[config.mk]
export PLATFORM = sky130hd
export DESIGN_NAME = gpio_seq_ctrl
export DESIGN_NICKNAME = d
export VERILOG_FILES = /design/src/rtl/gpio_seq_ctrl.sv
export SDC_FILE = /design/constraint.sdc
export NUM_CORES = 1
export LEC_CHECK = 0
export BUFFER_PORTS_ARGS = -buffer_cell sky130_fd_sc_hd__buf_2
export CORE_MARGIN = 10
export CORE_UTILIZATION = 55
export DETAILED_ROUTE_END_ITERATION = 8
export HOLD_SLACK_MARGIN = 0.06
export PLACE_DENSITY = 0.75
export SYNTH_ARGS = -nofsm -noshare
export SYNTH_HDL_FRONTEND = slang
export SYNTH_SLANG_ARGS = --single-unit
[constraint.sdc]
create_clock -name clk -period 7.3 [get_ports clk]
set_clock_uncertainty 0.2 [all_clocks]
set_input_delay 0.365 -clock clk [delete_from_list [all_inputs] [get_ports clk]]
set_output_delay 0.365 -clock clk [all_outputs]
set_load 0.05 [all_outputs]
[src/rtl/gpio_seq_ctrl.sv]
// gpio_seq_ctrl: plays a timed step table (out, ena, hold) onto the GPIO pads, host pass-through when idle.
// Optional build macro GPIO_SEQ_HOLD_LAST_EN: keep the last step on the pads after natural completion.
module gpio_seq_ctrl #(
   parameter int NR_GPIOS  = 3,
   parameter int ADDR_BITS = 3,
   parameter int DUR_BITS  = 16,
   parameter int LOOP_BITS = 8
) (
   input  logic                 clk,
   input  logic                 reset_,
   input  logic                 cfg_wr,
   input  logic [ADDR_BITS-1:0] cfg_addr,
   input  logic [NR_GPIOS-1:0]  cfg_out,
   input  logic [NR_GPIOS-1:0]  cfg_ena,
   input  logic [DUR_BITS-1:0]  cfg_dur,
   input  logic [ADDR_BITS-1:0] seq_last,
   input  logic [LOOP_BITS-1:0] loop_cnt,
   input  logic                 start,
   input  logic                 stop,
   input  logic [NR_GPIOS-1:0]  host_outputs,
   input  logic [NR_GPIOS-1:0]  host_outputs_ena,
   output logic [NR_GPIOS-1:0]  gpio_outputs,
   output logic [NR_GPIOS-1:0]  gpio_outputs_ena,
   output logic                 busy,
   output logic                 done,
   output logic [ADDR_BITS-1:0] step_idx
);
   localparam int DEPTH = 2 ** ADDR_BITS;
`ifdef GPIO_SEQ_HOLD_LAST_EN
   localparam bit HOLD_LAST = 1'b1;
`else
   localparam bit HOLD_LAST = 1'b0;
`endif

   typedef enum logic [1:0] {ST_IDLE = 2'd0, ST_RUN = 2'd1, ST_DONE = 2'd2} state_t;

   state_t               state_q, state_d;
   logic [NR_GPIOS-1:0]  out_q, out_d, ena_q, ena_d;
   logic [ADDR_BITS-1:0] idx_q, idx_d, last_q, last_d, idx_nxt;
   logic [DUR_BITS-1:0]  dur_q, dur_d;
   logic [LOOP_BITS-1:0] loops_q, loops_d, pass_q, pass_d;
   logic [LOOP_BITS:0]   pass_inc;
   logic                 more_passes;
   logic                 hold_q, hold_d;
   logic [NR_GPIOS-1:0]  tbl_out_q [DEPTH];
   logic [NR_GPIOS-1:0]  tbl_out_d [DEPTH];
   logic [NR_GPIOS-1:0]  tbl_ena_q [DEPTH];
   logic [NR_GPIOS-1:0]  tbl_ena_d [DEPTH];
   logic [DUR_BITS-1:0]  tbl_dur_q [DEPTH];
   logic [DUR_BITS-1:0]  tbl_dur_d [DEPTH];

   always_comb begin
      tbl_out_d = tbl_out_q;
      tbl_ena_d = tbl_ena_q;
      tbl_dur_d = tbl_dur_q;
      if (cfg_wr) begin
         tbl_out_d[cfg_addr] = cfg_out;
         tbl_ena_d[cfg_addr] = cfg_ena;
         tbl_dur_d[cfg_addr] = cfg_dur;
      end

      state_d     = state_q;
      out_d       = out_q;
      ena_d       = ena_q;
      idx_d       = idx_q;
      last_d      = last_q;
      dur_d       = dur_q;
      loops_d     = loops_q;
      pass_d      = pass_q;
      hold_d      = hold_q;
      idx_nxt     = idx_q + ADDR_BITS'(1);
      pass_inc    = {1'b0, pass_q} + (LOOP_BITS+1)'(1);
      more_passes = (loops_q == '0) || (pass_inc < {1'b0, loops_q});

      // Loads read the table before this edge's write lands, so a write never alters a held step.
      case (state_q)
         ST_IDLE: begin
            if (stop) begin
               out_d  = host_outputs;
               ena_d  = host_outputs_ena;
               hold_d = 1'b0;
            end else if (start) begin
               state_d = ST_RUN;
               last_d  = seq_last;
               loops_d = loop_cnt;
               pass_d  = '0;
               idx_d   = '0;
               out_d   = tbl_out_q[0];
               ena_d   = tbl_ena_q[0];
               dur_d   = tbl_dur_q[0];
               hold_d  = 1'b0;
            end else if (!hold_q) begin
               out_d = host_outputs;
               ena_d = host_outputs_ena;
            end
         end
         ST_RUN: begin
            if (stop) begin
               state_d = ST_IDLE;
               out_d   = host_outputs;
               ena_d   = host_outputs_ena;
               idx_d   = '0;
               dur_d   = '0;
            end else if (dur_q != '0) begin
               dur_d = dur_q - DUR_BITS'(1);
            end else if (idx_q != last_q) begin
               idx_d = idx_nxt;
               out_d = tbl_out_q[idx_nxt];
               ena_d = tbl_ena_q[idx_nxt];
               dur_d = tbl_dur_q[idx_nxt];
            end else if (more_passes) begin
               pass_d = pass_inc[LOOP_BITS-1:0];
               idx_d  = '0;
               out_d  = tbl_out_q[0];
               ena_d  = tbl_ena_q[0];
               dur_d  = tbl_dur_q[0];
            end else begin
               state_d = ST_DONE;
               idx_d   = '0;
               hold_d  = HOLD_LAST;
               if (!HOLD_LAST) begin
                  out_d = host_outputs;
                  ena_d = host_outputs_ena;
               end
            end
         end
         ST_DONE: begin
            state_d = ST_IDLE;
            idx_d   = '0;
            if (!hold_q) begin
               out_d = host_outputs;
               ena_d = host_outputs_ena;
            end
         end
         default: state_d = ST_IDLE;
      endcase
   end

   always_ff @(posedge clk or negedge reset_) begin
      if (!reset_) begin
         state_q <= ST_IDLE;
         out_q   <= '0;
         ena_q   <= '0;
         idx_q   <= '0;
         last_q  <= '0;
         dur_q   <= '0;
         loops_q <= '0;
         pass_q  <= '0;
         hold_q  <= 1'b0;
         for (int i = 0; i < DEPTH; i++) begin
            tbl_out_q[i] <= '0;
            tbl_ena_q[i] <= '0;
            tbl_dur_q[i] <= '0;
         end
      end else begin
         state_q   <= state_d;
         out_q     <= out_d;
         ena_q     <= ena_d;
         idx_q     <= idx_d;
         last_q    <= last_d;
         dur_q     <= dur_d;
         loops_q   <= loops_d;
         pass_q    <= pass_d;
         hold_q    <= hold_d;
         tbl_out_q <= tbl_out_d;
         tbl_ena_q <= tbl_ena_d;
         tbl_dur_q <= tbl_dur_d;
      end
   end

   assign gpio_outputs     = out_q;
   assign gpio_outputs_ena = ena_q;
   assign busy             = (state_q == ST_RUN);
   assign done             = (state_q == ST_DONE);
   assign step_idx         = idx_q;
endmodule

==> flow_summary.json, run 1 <==
{
  "status": "finished clean",
  "slew_headroom_pct": 35.75,
  "dieHeight_um": 162.7,
  "grt-ovfl-total": 0,
  "initial_utilization_pct": 55.71,
  "syn_nets": 941,
  "die_area_um2": 26470,
  "highest_layer": "met4",
  "ys_ff_latch": 222,
  "synth_top_family_by_area": "multiplexers",
  "fmax_ghz": 0.2601,
  "wl_met2_mm": 12.84,
  "viasPerCell": 6.102,
  "start_kind": "flip-flop",
  "dpl.hpwl_mm": 16.95,
  "layout-drive-gt1-share_pct": 36.87,
  "ys.flop_type": "dfrtp_1",
  "design_area_um2": 12920,
  "synth_edf_count": 0,
  "synth_cells": 879,
  "yosys_warnings": 0,
  "worstSetupPathType": "reg -> reg",
  "met1Wirelength_mm": 11.51,
  "pre_cts_ws_ns": 3.513,
  "setup_viol": 0,
  "synth-xor-area-share_pct": 1.173,
  "routed-via-count": 7622,
  "fin_crit_sh_pct": 52.68,
  "fillers": 1529,
  "required_ns": 7.51,
  "cts_tree": "built",
  "nets": 1025,
  "yosys.area_share.simple_pct": 8.178,
  "path_clk_slew_ns": 0.06,
  "slowest_stage": "o41a_1",
  "post_dp_cell_area_um2": 11790,
  "grt_pass1_vias": 7984,
  "synthArstFlopShare_pct": 100.0,
  "syn_area_per_cell_um2": 12.74,
  "drt_iter0_drc": 614,
  "synth.distinct_cells": 56,
  "portBuffers": 57,
  "ant_nets": 0,
  "coreArea_um2": 20100,
  "rows": 52,
  "cts_root_buffer": "clkbuf_16",
  "grt_start_max_net_pins": 78,
  "fin_ws_ns": 3.455,
  "rsz0062_at_grt": "false",
  "synth-compound-area-share_pct": 7.251,
  "wl_mm": 26.15,
  "cts_resized": 0,
  "cts_buffers": 24,
  "h-tree-depth": 1,
  "ys_seq_area_share_pct": 49.60,
  "antenna_found_initial": 0,
  "endpoint_kind": "flip-flop",
  "slew_viol_final": 0,
  "tns_ns": 0,
  "path_cells": "ha_1, nand3_1, nor2_1, xor2_1, ha_1, a21o_1, a21oi_1, o21ai_0, o21ai_1, buf_4, o41a_1, o21ai_0, a22o_1",
  "cts.sinks": 222,
  "grt_pass1_wl_mm": 43.02,
  "fin_cells": 1249,
  "arrival_ns": 4.06,
  "first_pass_iters": 5,
  "crit_path_max_fanout": 20,
  "worstSkewPairLatency_ns": 0.53,
  "critPathMaxStageDelay_ns": 0.79,
  "max_slew.worst_pin.slew_ns": 0.9590,
  "power.density_nw_per_um2": 359.4,
  "globalplace.congestion": 0.9429,
  "synth.mux.area_fraction_pct": 29.74,
  "finalCriticalPeriod_ns": 3.845,
  "boundaryPins": 58,
  "route.met3.wl_mm": 1.285,
  "cts_max_path_buffers": 3,
  "track_usage_pct": 19.87,
  "die_w_um": 162.7,
  "hold_path_class": "in -> reg",
  "syn_area_um2": 11200,
  "antenna-diode-count": 0,
  "leakage_uw": 0.005491,
  "wl_per_cell_um": 20.94,
  "drv_cap": 0,
  "synthAdderAreaFrac_pct": 1.676,
  "hold_violations": 0,
  "dp_cells": 1173,
  "vdd_drop_max_mv": 0.1922,
  "synthToLayoutAreaGrowth_pct": 15.38,
  "drc": 0
}
==> worst max-delay path, delay by kind of cell, from the launching register on <==
| kind | cells | cell delay [ns] |
|---|---|---|
| xor gates and xnor gates | 1 | 0.20 |
| buffers and inverters | 1 | 0.25 |
| DFF | 1 | 0.39 |
| and+or+nand+nor | 2 | 0.37 |
| AOI/OAI and AO/OA | 7 | 1.79 |
| adders and majority gates | 2 | 0.52 |
==> cells by family (layout without fill, tap and decap cells) <==
| logic type | count (synthesis) | in the layout |
|---|---|---|
| and+or+nand+nor | 185 | 185 |
| xor gates and xnor gates | 15 | 15 |
| buffers and inverters | 67 | 167 |
| adders and majority gates | 15 | 15 |
| muxes | 252 | 252 |
| DFF | 222 | 222 |
| AOI/OAI and AO/OA | 123 | 123 |
==> routing by layer <==
metal  global-route usage, %  up-vias
met5                       0        -
met4                   4.754        0
met1                   27.13     3928
li1                        -     3451
met2                   32.71      196
met3                   3.084       47
==> cells in the final DEF (no fill, tap or decap), drive strengths merged, types with 3 or more instances in the layout <==
cell         instances
nor3                13
nor2                23
nand4b               3
clkinv               7
nor2b                3
a21oi               26
a32oi                6
xor2                 4
mux2i               17
o21ai               33
nor3b                3
nor4                 5
o221ai               6
o211ai               6
dlygate4sd3         34
nand4               10
xnor2               11
o21a                 5
buf                 72
inv                 18
mux2               191
mux4                44
clkbuf              33
nand2b              10
nand2               75
dfrtp              222
nand3               24
and3                 7
nor4b                3
a31oi                9
a21o                 7
a41oi                7
ha                  15
==> area by class of cell <==
class,count,area (um^2),share of cell area (%)
sequential,222,5557,43.00
multi-input combinational,590,5415,41.91
timing repair buffer,106,748.2,5.790
clock buffer,33,684.4,5.296
tap,270,337.8,2.614
clock inverter,9,108.9,0.8424
inverter,19,71.32,0.5519
==> per-stage QoR <==
step / hold WS (ns) / utilization (%) / power, uW
final: 0.09758 / 64.28 / 4645
after floorplan: -0.1306 / - / 3008
after CTS: 0.07950 / 64.28 / 4666
after detailed placement: 0.1820 / 58.64 / 3419
after global placement: 0.1781 / 58.64 / 3369
after global routing: 0.1315 / 64.28 / 4902
==> synth_stat cells (2+ instances only) <==
library cell / n / share of area [%]
nor2_1: 23 / 0.77
a31oi_1: 9 / 0.50
nand2b_1: 10 / 0.56
nand2_1: 74 / 2.5
nor2b_1: 3 / 0.17
a41oi_1: 7 / 0.55
o2111ai_1: 2 / 0.16
inv_1: 18 / 0.60
buf_1: 6 / 0.20
o21bai_1: 2 / 0.13
a21oi_1: 25 / 1.1
a32oi_1: 6 / 0.47
mux2_4: 5 / 0.67
dfrtp_1: 222 / 50
ha_1: 15 / 1.7
a21o_1: 7 / 0.47
and3_1: 7 / 0.39
mux4_2: 44 / 8.8
nor4b_1: 3 / 0.23
xnor2_1: 11 / 0.86
nand4_1: 10 / 0.56
o21ai_0: 31 / 1.4
nand3b_1: 2 / 0.13
nand4b_1: 3 / 0.23
nor3_1: 11 / 0.49
mux2_2: 186 / 19
o211ai_1: 6 / 0.40
o21a_1: 5 / 0.34
o311ai_0: 2 / 0.16
o221ai_1: 6 / 0.47
o31ai_1: 2 / 0.13
o21ai_1: 2 / 0.089
or4_4: 2 / 0.20
nor4_1: 5 / 0.28
o2bb2ai_1: 2 / 0.16
xor2_1: 4 / 0.31
buf_2: 6 / 0.27
mux2i_1: 17 / 1.5
nor3b_1: 3 / 0.20
nand3_1: 24 / 1.1
o22ai_1: 2 / 0.11
clkbuf_1: 35 / 1.2
==> power by group <==
group          switching, uW  internal [uW]  total [uW]
sequential               229           1540        1770
clock                    494            725        1220
combinational            851            804        1660
==> final timing paths <==
kind / endpoint / cells after the start / slack, ns / startpoint
hold reg to reg: gpio_outputs_ena[2]$_DFFE_PN0P_ / 1 / 0.27 / gpio_outputs_ena[2]$_DFFE_PN0P_
setup / recovery: dur_q[2]$_DFFE_PN0P_ / 13 / 3.45 / pass_q[0]$_DFFE_PN0P_
hold / removal: gpio_outputs_ena[0]$_DFFE_PN0P_ / 5 / 0.1 / host_outputs_ena[0]
max in group asynchronous: tbl_dur_q[117]$_DFFE_PN0P_ / 3 / 5.29 / reset_
min in group asynchronous: loops_q[3]$_DFFE_PN0P_ / 2 / 0.23 / reset_
setup reg to reg: dur_q[2]$_DFFE_PN0P_ / 13 / 3.45 / pass_q[0]$_DFFE_PN0P_
==> sequential cells by signal, indices dropped and copies added (netlist names) <==
name and cells:
dur_q 16, tbl_dur_q 128, pass_q 8, tbl_out_q 24
loops_q 8, last_q 3, gpio_outputs_ena 3, step_idx 3
tbl_ena_q 24, gpio_outputs 3, state_q 2
==> timing repair <==
| item | in CTS | in global routing |
|---|---|---|
| buffers inserted | 0 | 0 |
| endpoints found under the hold margin | 261 | 0 |
| hold buffers | 34 | 0 |
No activity file was read; power rests on OpenSTA's default activity.
==> inputs of run 2 (changes only) <==
==> constraint.sdc (replaced) <==
create_clock -name clk -period 3.7 [get_ports clk]
set_clock_uncertainty 0.2 [all_clocks]
set_input_delay 0.185 -clock clk [delete_from_list [all_inputs] [get_ports clk]]
set_output_delay 0.185 -clock clk [all_outputs]
set_load 0.05 [all_outputs]
==> flow_summary.json, run 2 (same netlist as run 1, synthesis figures left out) <==
{
  "drv_cap": 0,
  "rows": 52,
  "setup_viol": 0,
  "fin_cells": 1273,
  "viasPerCell": 6.031,
  "routed-via-count": 7677,
  "cp.buffers_inverters": 1,
  "slowest_stage": "dfrtp_1",
  "slew_viol_final": 0,
  "grt_pass1_wl_mm": 43.73,
  "pre_cts_ws_ns": 0.2353,
  "grt-ovfl-total": 0,
  "top_regs": "tbl_dur_q: 128 flops, tbl_ena_q: 24 flops, tbl_out_q: 24 flops",
  "layout-drive-gt1-share_pct": 37.23,
  "cts_max_path_buffers": 3,
  "portBuffers": 57,
  "wl_mm": 26.31,
  "first_pass_iters": 5,
  "synthToLayoutAreaGrowth_pct": 16.81,
  "hold_violations": 0,
  "worstSkewPairLatency_ns": 0.52,
  "finalCriticalPeriod_ns": 3.342,
  "postCtsSetupRepairBufs": 0,
  "start_kind": "flip-flop",
  "crit_path_max_fanout": 6,
  "path_clk_slew_ns": 0.06,
  "seq_area_um2": 5557,
  "required_ns": 3.91,
  "antenna_found_initial": 1,
  "initial_utilization_pct": 55.71,
  "wl_per_cell_um": 20.67,
  "power.density_nw_per_um2": 698.0,
  "fillers": 1491,
  "crit_cells": 13,
  "cts_buffers": 24,
  "vdd_drop_max_mv": 0.4411,
  "dp_cells": 1187,
  "leakage_uw": 0.005576,
  "dpl.hpwl_mm": 17.56,
  "globalplace.congestion": 0.9300,
  "h-tree-depth": 1,
  "worstSetupPathType": "reg -> reg",
  "slew_headroom_pct": 41.02,
  "largest_reg_flops": 128,
  "cts_tree": "built",
  "drc": 0,
  "critPathMaxStageDelay_ns": 0.41,
  "fin_ws_ns": 0.3582,
  "hold_path_class": "in -> async",
  "status": "finished clean",
  "largest_register": "tbl_dur_q",
  "layout_common_cells": "221 x dfrtp_1, 186 x mux2_2, 74 x nand2_1",
  "rsz0062_at_grt": "false",
  "nets": 1047,
  "dieHeight_um": 162.7,
  "endpoint_kind": "flip-flop",
  "path_delay_family": "compound AO/OA/AOI/OAI gates",
  "grt_pass1_vias": 8118,
  "path_cells": "ha_1, nand3_1, nor2_1, xor2_1, ha_1, a21o_1, a21oi_1, o21ai_0, o21ai_2, buf_4, mux2_2, o2111ai_1, nand2_1",
  "max_slew.worst_pin.slew_ns": 0.8846,
  "tns_ns": 0,
  "multi_input_area_um2": 5411,
  "cpMostUsedCell": "ha_1",
  "coreArea_um2": 20100,
  "drt_iter0_drc": 581,
  "fin_crit_sh_pct": 90.32,
  "cts.sinks": 222,
  "grt_start_max_net_pins": 117,
  "ant_nets": 0,
  "cts_root_buffer": "clkbuf_16",
  "arrival_ns": 3.55,
  "track_usage_pct": 20.26,
  "mostFrequentLayoutCell": "dfrtp_1",
  "boundaryPins": 58,
  "rr_worst_depth": 13,
  "die_area_um2": 26470,
  "fmax_ghz": 0.2992,
  "die_w_um": 162.7,
  "fin_total_pwr_uw": 9131
}
[run 2: cell count changes in the layout (fill, tap and decap cells not counted), sizes merged]
cell         delta
buf            +14
dlygate4sd3     +8
clkbuf          +4
bufinv          -2
clkinv          -1
diode           +1
[run 2: final timing paths]
path	from	endpoint	slack [ns]
worst min-delay path	reset_	dur_q[10]$_DFFE_PN0P_	0.13
worst max-delay path	pass_q[0]$_DFFE_PN0P_	gpio_outputs_ena[0]$_DFFE_PN0P_	0.36
worst min register to register	gpio_outputs_ena[2]$_DFFE_PN0P_	gpio_outputs_ena[2]$_DFFE_PN0P_	0.28
max in group asynchronous	reset_	tbl_dur_q[84]$_DFFE_PN0P_	2.20
worst max register to register	pass_q[0]$_DFFE_PN0P_	gpio_outputs_ena[0]$_DFFE_PN0P_	0.36
min in group clk	cfg_addr[1]	tbl_dur_q[49]$_DFFE_PN0P_	0.18
[run 2: layout make-up]
| class | count | share of cell area (%) |
|---|---|---|
| flip-flops and latches | 222 | 42.47 |
| multi-input cells | 590 | 41.36 |
| repair buffers | 128 | 7.230 |
| clock buffers | 37 | 5.423 |
| well taps | 270 | 2.582 |
| inverters | 19 | 0.5451 |
| clock inverters | 6 | 0.3634 |
| diodes | 1 | 0.01913 |
[run 2: what timing repair did]
action,CTS,global route
hold buffers,42,0
setup endpoints to repair,0,5
resized for setup,0,1
endpoints found under the hold margin,310,0
[run 2: power by group]
part | switching [uW] | internal [uW]
clock network | 971 | 1320
registers | 456 | 3040
logic | 1690 | 1660
total | 3110 | 6020
[run 2: metrics by stage]
step	cell area (um^2)	utilization, %	hold slack [ns]
2_1_floorplan	11200	-	-0.3106
3_3_place_gp	11900	59.19	0.1270
3_5_place_dp	11900	59.19	0.1245
4_1_cts	13080	65.04	0.1632
5_1_grt	13080	65.07	0.1961
6_report	13080	65.07	0.1284
[run 2: metal layers]
layer / vias up / GRT usage (%) / wire length (um)
met5: - / 0 / 0
met4: 0 / 4.836 / 516
met2: 183 / 33.12 / 12790
li1: 3506 / - / -
met3: 43 / 3.134 / 1188
met1: 3945 / 27.90 / 11810
